<file path="src/rtl/matrix_vec_mul_pkg.sv">
// Shared types and latency bounds for the 2x2 binary matrix-vector multiplier.
// Arithmetic mode is selected with MATRIX_VEC_MUL_BOOLEAN_EN (see dot2).
package matrix_vec_mul_pkg;

    typedef logic [1:0] row2_t;
    typedef logic [1:0] vec2_t;

    localparam int LATENCY_MIN = 1;
    localparam int LATENCY_MAX = 4;

endpackage

</file>
<file path="src/rtl/matrix_vec_mul_dot2.sv">
// Two-element binary dot product. Default is GF(2) (XOR accumulation);
// defining MATRIX_VEC_MUL_BOOLEAN_EN switches to the Boolean semiring (OR).
module dot2
    import matrix_vec_mul_pkg::*;
(
    input  row2_t r,
    input  vec2_t v,
    output logic  y
);

    logic [1:0] w_terms;

    assign w_terms = r & v;

`ifdef MATRIX_VEC_MUL_BOOLEAN_EN
    assign y = |w_terms;
`else
    assign y = ^w_terms;
`endif

endmodule

</file>
<file path="src/rtl/matrix_vec_mul.sv">
// 2x2 binary matrix times 2-bit vector, LATENCY-deep valid-qualified pipeline.
// Arithmetic chosen by MATRIX_VEC_MUL_BOOLEAN_EN (undefined: GF(2)).
module matrix_vec_mul
    import matrix_vec_mul_pkg::*;
#(
    parameter int LATENCY = 1
) (
    input  logic clk,
    input  logic rst_n,
    input  logic in_valid,
    input  logic a,
    input  logic b,
    input  logic c,
    input  logic d,
    input  logic e,
    input  logic f,
    output logic g,
    output logic h,
    output logic out_valid
);

    generate
        if (LATENCY < LATENCY_MIN || LATENCY > LATENCY_MAX) begin : g_latency_check
            $error("matrix_vec_mul: LATENCY must be within 1..4");
        end
    endgenerate

    row2_t w_row0;
    row2_t w_row1;
    vec2_t w_vec;
    logic  w_g;
    logic  w_h;

    // Bit 0 of each row/vector is the column-0 element.
    assign w_row0 = {b, a};
    assign w_row1 = {d, c};
    assign w_vec  = {f, e};

    dot2 u_dot_row0 (
        .r (w_row0),
        .v (w_vec),
        .y (w_g)
    );

    dot2 u_dot_row1 (
        .r (w_row1),
        .v (w_vec),
        .y (w_h)
    );

    genvar gi;
    generate
        for (gi = 0; gi < LATENCY; gi++) begin : g_stage
            logic r_valid;
            logic r_g;
            logic r_h;
            logic w_valid_in;
            logic w_g_in;
            logic w_h_in;

            if (gi == 0) begin : g_first
                assign w_valid_in = in_valid;
                assign w_g_in     = w_g;
                assign w_h_in     = w_h;
            end else begin : g_next
                assign w_valid_in = g_stage[gi-1].r_valid;
                assign w_g_in     = g_stage[gi-1].r_g;
                assign w_h_in     = g_stage[gi-1].r_h;
            end

            // Data only advances with its valid, so an empty stage keeps the last result.
            always_ff @(posedge clk or negedge rst_n) begin
                if (!rst_n) begin
                    r_valid <= 1'b0;
                    r_g     <= 1'b0;
                    r_h     <= 1'b0;
                end else begin
                    r_valid <= w_valid_in;
                    if (w_valid_in) begin
                        r_g <= w_g_in;
                        r_h <= w_h_in;
                    end
                end
            end
        end
    endgenerate

    assign out_valid = g_stage[LATENCY-1].r_valid;
    assign g         = g_stage[LATENCY-1].r_g;
    assign h         = g_stage[LATENCY-1].r_h;

endmodule

</file>
<file path="config.mk">
export PLATFORM = sky130hd
export DESIGN_NAME = matrix_vec_mul
export DESIGN_NICKNAME = d
export VERILOG_FILES = /design/src/rtl/matrix_vec_mul_pkg.sv /design/src/rtl/matrix_vec_mul_dot2.sv /design/src/rtl/matrix_vec_mul.sv
export SDC_FILE = /design/constraint.sdc
export NUM_CORES = 1
export LEC_CHECK = 0
export CAP_MARGIN = 20
export CORE_AREA = 2 2 39 41
export DETAILED_ROUTE_END_ITERATION = 8
export DIE_AREA = 0 0 41 43
export PLACE_DENSITY = 0.3
export SYNTH_ARGS = -nofsm -noshare
export SYNTH_HDL_FRONTEND = slang
export SYNTH_SLANG_ARGS = --single-unit
</file>
<file path="constraint.sdc">
create_clock -name clk -period 0.99 [get_ports clk]
set_input_delay 0.198 -clock clk [delete_from_list [all_inputs] [get_ports clk]]
set_output_delay 0.198 -clock clk [all_outputs]
set_load 0.005 [all_outputs]
</file>
==> impl_metrics.ini <==
[clock_network]
root_buffer = clkbuf_4
cts_tree = done
clk_path_buf_depth = 2
htree_levels = 1
cts_hold_buf = 0
cts_buffers = 3
clock_latency_ps = 230
clkTransAtPathRegs_ps = 30
cts_setup_buffers = 0
cts.sinks = 3

[drt]
drt-pass1-iter-count = 1
vias = 139
routedWlPerCell_um = 7.16
ant_nets = 0
drtIter0Drc = 0
drc = 0
routed_via_density = 3.16
wirelength_um = 315

[yosys]
avgSynthCellArea_um2 = 9.62
syn_nets = 22
yosysWarnings = 0
syn_area_um2 = 125
ys_seq_elements = 3
postSynthCellCount = 13
ys_seq_area_share_pct = 60.0
ys_types = 5

[power_and_ir_drop]
p_comb_share_pct = 16.9
p_int_w = 0.000332
power_density_mw_per_mm2 = 1570
switching_share_pct = 20.6
ir_drop_mv = 0.243
seqPwrFrac_pct = 33.5
leakage_nw = 0.114
p_clk_share_pct = 49.6
p_sw_w = 0.0000863

[sta]
period_minus_slack_ps = 913
fin_skew_ps = 0
setup_ws_ps = 76.8
setup_viol = 0
finalHoldViolations = 0
hold_slack_ps = 153
relSlewSlack_pct = 88.1
maxSlewViolCount = 0
period_share_pct = 92.2
tightest_slew_ps = 178
rsz0062_at_grt = no
fmaxAchievable_ghz = 1.10

[flow_run]
drv_cap = 0

[setup_path]
worst_ep_required_time_ps = 790
critPathArrivalTime_ps = 720
cp-end-kind = output port
cpMaxStageDelayCell = dfrtp_1
cp_max_fo = 2
path_class = reg -> out
crit_buf_inv = 1
worstRegToRegCells = 2
max_stage_delay_ps = 360
crit_family = flip-flops
r2r_start = h$_DFFE_PN0P_
startpoint_type = flop
reg2reg_to = h$_DFFE_PN0P_
worstPathCellList = buf_2
r2r_slack_ps = 360

[global_route]
grt_pass1_wl_um = 469
grt_use_total_pct = 4.41
grt_start_max_net_pins = 6
met2_usage_pct = 5.63
grt_pass1_vias = 133
antenna_found_initial = 0
top_usage_layer = met4
grtUsageMet1_pct = 4.47
grt_use_met3_pct = 1.57
grt-ovfl-total = 0

[finish]
final_common_cell = clkdlybuf4s50_1
final_cell_mix = clkdlybuf4s50_1 (8), nand2_1 (4), clkbuf_4 (3), dfrtp_1 (3)
fin_nets = 38
areaGrowthSynthToFinish_pct = 113
stdcell_area_um2 = 267
antennaDiodeCount = 0
drive_gt1_share_pct = 21.4

[floorplan]
dieArea_mm2 = 0.00176
io-pin-count = 12
fp.dieW_um = 41
start_util_pct = 9.04
core-area_mm2 = 0.00138
rows = 14
dieHeight_um = 43

[place]
gp_congestion = 0.505
io_buffers = 11
post_dp_cell_area_um2 = 255
dp_slack_ps = -132

[worst_hold_path]
hp-class = in -> async

[status]
status = completed
[Yosys cell counts (all sizes together)]
cell type / n / area, um^2
nand2: 4 / 15.0
dfrtp: 3 / 75.1
a21oi: 2 / 10.0
nor2: 2 / 7.51
xnor2: 2 / 17.5
[flip-flops by register name, summed over array words and instances, names as in the netlist]
signal,cells
g,1
h,1
out_valid,1
[through the flow]
step           instances  util, %  TNS, ps  total power [W]
2_1_floorplan         13        -        0         0.000163
3_3_place_gp          40     18.4     -310         0.000225
3_5_place_dp          40     18.4     -332         0.000226
4_1_cts               44     20.0    -20.5         0.000438
5_1_grt               44     19.3        0         0.000449
6_report              44     19.3        0         0.000419
[cell type report]
type,instances,area [um^2]
Tap cell,16,20.0
Timing Repair Buffer,11,95.1
Fill cell,157,1120
Multi-Input combinational cell,10,50.0
Clock buffer,4,26.3
Sequential cell,3,75.1
[per-layer routing]
metal	share of wire (%)	vias to the layer above
met3	18	0
met1	42	56
met5	0	-
li1	-	71
met2	40	12
met4	0	0
[how the worst max path moves through the flow]
stage	startpoint	endpoint	slack (ps)	depth (start not counted)
after global placement	f	h$_DFFE_PN0P_	-130	4
final	g$_DFFE_PN0P_	g	80	1
after global routing	g$_DFFE_PN0P_	g	50	1
after floorplan	h$_DFFE_PN0P_	h$_DFFE_PN0P_	370	2
after CTS	h$_DFFE_PN0P_	h	-20	1
after detailed placement	f	g$_DFFE_PN0P_	-130	4
[timing repair]
item                                    CTS  global route
endpoints found under the setup margin    3             2
pin swaps                                 0             0
resized for setup                         8             2
[power by group through the flow]
stage / clock [W] / sequential (W) / combinational [W]
floorplan: 0 / 0.000144 / 0.0000191
global placement: 0 / 0.000142 / 0.0000831
detailed placement: 0 / 0.000142 / 0.0000837
CTS: 0.000221 / 0.000141 / 0.0000759
global route: 0.000229 / 0.000142 / 0.0000788
finish: 0.000207 / 0.000140 / 0.0000707
[cell families (layout without fill, tap and decap cells)]
logic type	after synthesis	after routing	synth area share (%)
buf+inv	0	15	0
flops	3	3	60.0
simple gates	6	6	18.0
compound gates	2	2	8.00
xor+xnor	2	2	14.0
No activity file was read; power rests on OpenSTA's default activity.
